[config.mk]
export PLATFORM = sky130hd
export DESIGN_NAME = nn_weight_loader
export DESIGN_NICKNAME = d
export VERILOG_FILES = /design/src/rtl/nn_pkg.sv /design/src/rtl/nn_load_counter.sv /design/src/rtl/nn_weight_loader.sv
export SDC_FILE = /design/constraint.sdc
export NUM_CORES = 1
export LEC_CHECK = 0
export CAP_MARGIN = 0
export CORE_ASPECT_RATIO = 0.7
export CORE_UTILIZATION = 43
export DETAILED_ROUTE_END_ITERATION = 6
export PLACE_DENSITY = 0.79
export SLEW_MARGIN = 20
export SYNTH_ARGS = -nofsm -noshare
export SYNTH_HDL_FRONTEND = slang
export SYNTH_SLANG_ARGS = --single-unit
[constraint.sdc]
create_clock -name clk -period 1.8 [get_ports clk]
set_input_delay 0.27 -clock clk [delete_from_list [all_inputs] [get_ports clk]]
set_output_delay 0.27 -clock clk [all_outputs]
set_load 0.02 [all_outputs]
[src/rtl/nn_pkg.sv]
// Shared types and helpers for the two-layer network weight loader.
// Word width follows the fixed-point width macro `FXP_N (defaults to 16 when not provided).
`ifndef FXP_N
`define FXP_N 16
`endif

package nn_pkg;

  typedef enum logic [1:0] {IDLE, LOAD, FINISH} state_t;

  localparam int WORD_W = 2 * `FXP_N;

  // Last word index for a node: layer-1 nodes take sx words, output-layer nodes take sl1.
  function automatic int word_limit(input int idx, input int sx, input int sl1);
    return (idx < sl1) ? sx - 1 : sl1 - 1;
  endfunction

endpackage

[src/rtl/nn_load_counter.sv]
// Word/node position tracker for the weight loader; the words-per-node limit
// depends on which layer the current node belongs to.
module nn_load_counter
  import nn_pkg::*;
#(
  parameter int sx  = 2,
  parameter int sl1 = 3,
  parameter int sl  = 2,
  parameter int nd  = sl1 + sl,
  parameter int WCW = 1,
  parameter int NW  = 1
)(
  input  logic           clk,
  input  logic           rst,
  input  logic           clr,
  input  logic           inc,
  output logic [WCW-1:0] wc,
  output logic [NW-1:0]  node_idx,
  output logic           last_word,
  output logic           last_node
);

  logic [WCW-1:0] lim;

  assign lim       = WCW'(word_limit(int'(node_idx), sx, sl1));
  assign last_word = (wc == lim);
  assign last_node = (node_idx == NW'(nd - 1));

  always_ff @(posedge clk or posedge rst) begin
    if (rst) begin
      wc       <= '0;
      node_idx <= '0;
    end else if (clr) begin
      wc       <= '0;
      node_idx <= '0;
    end else if (inc) begin
      if (last_word) begin
        wc       <= '0;
        node_idx <= last_node ? '0 : node_idx + NW'(1);
      end else begin
        wc <= wc + WCW'(1);
      end
    end
  end

endmodule

[src/rtl/nn_weight_loader.sv]
// Streams weight words from a valid/ready source onto the network bus, pulsing one
// node shift enable per word. Optional running checksum under NN_LOADER_CHECKSUM_EN.
`ifndef FXP_N
`define FXP_N 16
`endif

module nn_weight_loader
  import nn_pkg::*;
#(
  parameter int n   = `FXP_N,
  parameter int sx  = 2,
  parameter int sl1 = 3,
  parameter int sl  = 2,
  parameter int nd  = sl1 + sl,
  localparam int NW   = (nd > 1) ? $clog2(nd) : 1,
  localparam int MAXW = (sx > sl1) ? sx : sl1,
  localparam int WCW  = (MAXW > 1) ? $clog2(MAXW) : 1
)(
  input  logic            clk,
  input  logic            rst,
  input  logic            start,
  input  logic            abort,
  input  logic            in_valid,
  input  logic [2*n-1:0]  in_data,
  output logic            in_ready,
  output logic [nd-1:0]   we,
  output logic [2*n-1:0]  bus_out,
  output logic            bus_oe,
  output logic            busy,
  output logic            done,
  output logic [NW-1:0]   node_idx
`ifdef NN_LOADER_CHECKSUM_EN
  ,
  output logic [2*n-1:0]  checksum
`endif
);

  state_t         state;
  logic           acc;
  logic           ctr_clr;
  logic           last_word;
  logic           last_node;
  logic [WCW-1:0] wc;
  logic [nd-1:0]  sel;

  assign in_ready = (state == LOAD) && !abort;
  assign acc      = in_valid && in_ready;
  // Counters sit at zero outside LOAD, which also covers the abort clear.
  assign ctr_clr  = (state != LOAD) || abort;
  // Node 0 owns the top enable bit; later nodes walk down toward we[0].
  assign sel      = {{(nd-1){1'b0}}, 1'b1} << (NW'(nd - 1) - node_idx);

  nn_load_counter #(
    .sx(sx), .sl1(sl1), .sl(sl), .nd(nd), .WCW(WCW), .NW(NW)
  ) u_cnt (
    .clk       (clk),
    .rst       (rst),
    .clr       (ctr_clr),
    .inc       (acc),
    .wc        (wc),
    .node_idx  (node_idx),
    .last_word (last_word),
    .last_node (last_node)
  );

  always_ff @(posedge clk or posedge rst) begin
    if (rst) begin
      state   <= IDLE;
      we      <= '0;
      bus_out <= '0;
      bus_oe  <= 1'b0;
      busy    <= 1'b0;
      done    <= 1'b0;
    end else begin
      we     <= acc ? sel : '0;
      bus_oe <= acc;
      if (acc) bus_out <= in_data;
      done <= 1'b0;
      case (state)
        IDLE: if (start) begin
          state <= LOAD;
          busy  <= 1'b1;
        end
        LOAD: if (abort) begin
          state <= IDLE;
          busy  <= 1'b0;
        end else if (acc && last_word && last_node) begin
          state <= FINISH;
          done  <= 1'b1;
        end
        FINISH: begin
          state <= IDLE;
          busy  <= 1'b0;
        end
        default: begin
          state <= IDLE;
          busy  <= 1'b0;
        end
      endcase
    end
  end

`ifdef NN_LOADER_CHECKSUM_EN
  always_ff @(posedge clk or posedge rst) begin
    if (rst)                         checksum <= '0;
    else if (state == IDLE && start) checksum <= '0;
    else if (acc)                    checksum <= checksum + in_data;
  end
`endif

endmodule
=== After elaboration in Yosys (flattened, before gate mapping) ===
Cells that the tools add are included.

* Register bits: 47
* Latch bits: 0
* Bits in writable memories: 0
* Memory bits (read-only): 0
* Input bits: 37
* Output and inout bits: 44
* Word-level logic and storage cells: 51
* Memories kept: 0

* $add $sub $neg: 3
* Multiply operators: 0
* Div/mod/pow operators: 0
* $lt $le $gt $ge: 1
* Eq/ne operators: 7
* Shift operators: 1
* Multiplexer cells: 19
* Bitwise gates (word level): 0
* Reduce and logical (&&, ||, !) cells: 12

{| class="wikitable"
|+ Operators by type and width
! kind !! count
|-
| $mux 2 || 7
|-
| $mux 3 || 4
|-
| $reduce_and 2->1 || 3
|-
| $mux 1 || 5
|-
| $mux 5 || 1
|-
| $shl 1x3->5 const A || 1
|-
| $logic_and 1x1->1 || 4
|-
| $ne 2x2->1 const B || 2
|-
| $pmux 2 s2 || 1
|-
| $reduce_bool 2->1 || 2
|-
| $add 3x1->3 const B || 1
|-
| $eq 3x3->1 const B || 1
|-
| $lt 3x2->1 const B || 1
|-
| $ne 3x2->1 const B || 1
|-
| $sub 3x3->3 const A || 1
|-
| $add 2x1->2 const B || 1
|-
| $eq 2x1->1 const B || 1
|-
| $eq 2x2->1 || 1
|-
| $logic_not 2->1 || 1
|-
| $ne 2x1->1 const B || 1
|-
| $pmux 1 s2 || 1
|-
| $logic_not 1->1 || 1
|-
| $logic_or 1x1->1 || 1
|}

=== Logic depth before layout (Yosys ltp) ===
* Word-level depth: 8
* Gate-level depth with buffers: 7
* Gate-level depth less buffers: 6

=== Cells and area by module ===
From an unflattened synthesis, not the netlist that was laid out.

* Cell total of the unflattened synthesis: 133
* Area, all modules: 1929.4 sq um

{| class="wikitable"
|+ By module, submodules not included
! module !! times used !! cells each !! area each (sq um) !! sequential area each (sq um)
|-
| nn_weight_loader || 1 || 96 || 1599.0 || 1051.0
|-
| nn_load_counter || 1 || 37 || 330.3 || 125.1
|}

=== Least setup slack after synthesis ===
OpenSTA, ideal clock, no wires.

* Path kind: reg2reg
* Start point: register u_cnt.node_idx[0]
* End point: register u_cnt.node_idx[2]
* Setup time: 0.078 ns
* Arrival time: 1.647 ns
* Data required time: 1.722 ns
* Setup slack: 0.075 ns
* Stages on the path, launching flop included: 7
* Buffers on the path: 0
* Clock period less this slack: 1.725 ns
* Path through: dfrtp_1 inv_1 ha_1 ha_1 or2_2 a21o_1 a21oi_1

* Cells in the longest elaborated chain, start to end: 5
* Elaborated cells on any way between the ends: 11
* Those cells by class: 1 x add/sub; 1 x order compare; 2 x eq/ne; 5 x mux; 2 x reduce/logical

{| class="wikitable"
|+ Ends and longest elaborated chain
! element !! line !! source
|-
| from (decl) || nn_load_counter.sv:18 || <nowiki>output logic [NW-1:0] node_idx,</nowiki>
|-
| from (signal assigned) || nn_load_counter.sv:39 || <nowiki>node_idx <= last_node ? '0 : node_idx + NW'(1);</nowiki>
|-
| $add 3x1->3, or another cell as far along || nn_load_counter.sv:39 ||
|-
| $mux 3 or $mux 2 (tied branches) || nn_load_counter.sv:39, nn_pkg.sv:15 ||
|-
| $mux 3 or $eq 2x2->1 (tied branches) || nn_load_counter.sv:37, nn_load_counter.sv:26 ||
|-
| $mux 3 or $reduce_bool 2->1 (tied branches) || n/a ||
|-
| $mux 3 or $reduce_and 2->1 (tied branches) || n/a ||
|}

Several ways; a longest one is shown, not always the timed one. The select of a mux whose other input is x is not followed.
A chain may end at the register's enable or synchronous reset.

=== Worst setup path after layout ===
* Start point: register u_cnt.node_idx[1]
* End point: register u_cnt.node_idx[2]

Same word-level chain as after synthesis.

==> flow_summary.ini <==
[outcome]
status = finished with violations
violations = design-rule violations

[sta]
hold_viol = 0
rsz0062_at_grt = false
max_slew_margin = 0.828
max_freq_mhz = 601
period_share = 0.924
fin_crit_ns = 1.66
worstMarginPinSlew_ns = 0.259
skew_ns = 0.00363
finalSetupViolCount = 0
maxSlewViolCount = 0

[routing]
dr_total_vias = 1324
remaining_drc_errors = 13
avgRoutedWirePerCell_um = 14.9
drt-initial-drc-count = 49
vias_per_cell = 4.68
wl_um = 4210
final_antenna_net_count = 0
drtPass1Iterations = 6

[logic_synthesis]
synth_seq_cells = 47
yosys.cell_types.count = 24
synth.top_cell.area_share = 0.574
syn-num-nets = 178
synthTopCellsByArea = dfrtp_1, mux2_4, ha_1, mux2_2, buf_12
syn_avg_cell_area_um2 = 15.3
ys_seq_area_frac = 0.574
netlist_instances = 134
synth_area_mm2 = 0.00205
yosys.area.top_type = dfrtp_1
yosys_warnings = 0

[floorplan]
ioPinCount = 81
start_util = 0.460
die_w_um = 84.5
core_mm2 = 0.00445
dieArea_mm2 = 0.00505
die_y_um = 59.7
rows = 20

[clock_tree]
cts_max_path_buffers = 2
cts_buffers = 5
cts_root_buf = clkbuf_8
clkTransAtPathRegs_ns = 0.08
h-tree-depth = 2
clkLatencyLatePin_ns = 0.29
cts_tree = done
clock-sinks = 47

[critical_path]
worstPathRequired_ns = 2.02
path_class = reg -> reg
critPathArrivalTime_ns = 1.88
critPathMaxFanout = 6
cp-end-kind = flip-flop
crit_path_start_kind = flip-flop

[grt]
antenna_found_initial = 0
grt_pass1_wl_um = 6810
grt_pass1_vias = 1374
grt_overflow = 0
grt.total_usage = 0.181
grt_max_degree = 32

[placed_design]
dp_hpwl_um = 3160
io_buffer_count = 80
place_inst = 276
gp_congestion = 0.782

[final_layout]
nets = 272
most-common-layout-cells = clkdlybuf4s50_1, dfrtp_1, mux2_4, buf_4, ha_1
fill_cells = 336
final_common_cell = clkdlybuf4s50_1
drive_gt1_frac = 0.250
syn_to_final_growth_pct = 49.5
n_antenna_cell = 0
final_cells = 283

[run]
max-cap-violations = 0

[power_and_ir_drop]
vdd_ir_drop_max_v = 0.000626
p_leak_uw = 0.00137
p_per_area_mw_per_mm2 = 1070
power_uw = 3290

[min_path]
hold_path_class = in -> async
-- cell families after synthesis --
family / count (synthesis) / share of synthesized area
buffers and inverters: 12 / 0.0464
multiplexers: 35 / 0.240
AND/OR/NAND/NOR: 24 / 0.0709
adder cells (fa/ha/maj): 7 / 0.0428
AO/OA/AOI/OAI: 9 / 0.0257
flip-flops: 47 / 0.574
-- sequential cells by signal, indices dropped and copies added (netlist names) --
signal          flops
u_cnt.node_idx      3
bus_out            32
we                  5
u_cnt.wc            2
bus_oe              1
busy                1
done                1
state               2
-- worst max-delay path, stage by stage (launching register included) --
cell     delay (ns)
dfrtp_1        0.45
inv_1          0.10
ha_1           0.24
ha_1           0.21
or2_2          0.29
a21o_1         0.17
a21oi_1        0.13
-- routing by layer --
| metal | GRT usage | vias to the layer above | wire length [um] |
|---|---|---|---|
| met5 | 0 | - | 0 |
| met1 | 0.228 | 651 | 1920 |
| met3 | 0.0470 | 2 | 213 |
| li1 | - | 638 | - |
| met4 | 0.0508 | 0 | 27 |
| met2 | 0.316 | 33 | 2050 |
-- cell usage after synthesis --
| master | number |
|---|---|
| a21o_1 | 2 |
| or2_2 | 1 |
| dfrtp_1 | 47 |
| nor2_1 | 6 |
| inv_4 | 1 |
| nand2b_1 | 2 |
| and3_1 | 5 |
| ha_1 | 7 |
| mux2_2 | 6 |
| nor2b_1 | 1 |
| a21oi_1 | 6 |
| buf_12 | 2 |
| nand2_1 | 3 |
| nand4_1 | 1 |
| mux2i_1 | 2 |
| a211oi_1 | 1 |
| and2_4 | 1 |
| inv_2 | 1 |
| nand3b_1 | 3 |
| mux2_4 | 26 |
| buf_6 | 2 |
| mux2i_2 | 1 |
| inv_1 | 6 |
| nand3_4 | 1 |
-- final timing paths --
path | startpoint | endpoint | slack, ns | cells after the start
worst max-delay path | u_cnt.node_idx[1]$_DFFE_PP0P_ | u_cnt.node_idx[2]$_DFFE_PP0P_ | 0.14 | 6
min in group clk | state[1]$_DFFE_PP0P_ | busy$_DFFE_PP0P_ | 0.51 | 1
worst min register to register | state[1]$_DFFE_PP0P_ | busy$_DFFE_PP0P_ | 0.51 | 1
worst min-delay path | rst | bus_out[0]$_DFFE_PP0P_ | 0.31 | 3
max in group asynchronous | rst | bus_out[8]$_DFFE_PP0P_ | 1.29 | 3
worst max register to register | u_cnt.node_idx[1]$_DFFE_PP0P_ | u_cnt.node_idx[2]$_DFFE_PP0P_ | 0.14 | 6
-- per-stage QoR --
| step | hold WS, ns | utilization | instance area [um^2] | TNS [ns] | setup slack, ns |
|---|---|---|---|---|---|
| 2_1_floorplan | 0.418 | - | 2050 | 0 | 0.0754 |
| 3_3_place_gp | 0.462 | 0.668 | 2980 | -0.00657 | -0.00657 |
| 3_5_place_dp | 0.486 | 0.668 | 2980 | -0.00934 | -0.00934 |
| 4_1_cts | 0.314 | 0.687 | 3060 | 0 | 0.135 |
| 5_1_grt | 0.325 | 0.687 | 3060 | 0 | 0.0362 |
| 6_report | 0.313 | 0.687 | 3060 | 0 | 0.136 |
-- area by class of cell --
| cell class | count | area, um^2 | area share |
|---|---|---|---|
| clock buffer | 6 | 82.6 | 0.0270 |
| sequential | 47 | 1180 | 0.384 |
| inverter | 8 | 32.5 | 0.0106 |
| timing repair buffer | 91 | 920 | 0.300 |
| multi-input combinational | 75 | 777 | 0.254 |
| tap | 55 | 68.8 | 0.0225 |
| clock inverter | 1 | 5.00 | 0.00163 |
-- repair_timing --
action	4_1_cts	5_1_grt
hold buffers	0	0
endpoints found under the setup margin	1	0
resized for setup	1	0
setup buffers	0	0
-- report_power, final --
part | leakage, uW | internal (uW) | switching [uW]
clock network | 0.0000470 | 302 | 328
logic | 0.000741 | 733 | 520
registers | 0.000582 | 1280 | 127
Note: power is estimated with default switching activity, not from simulation.
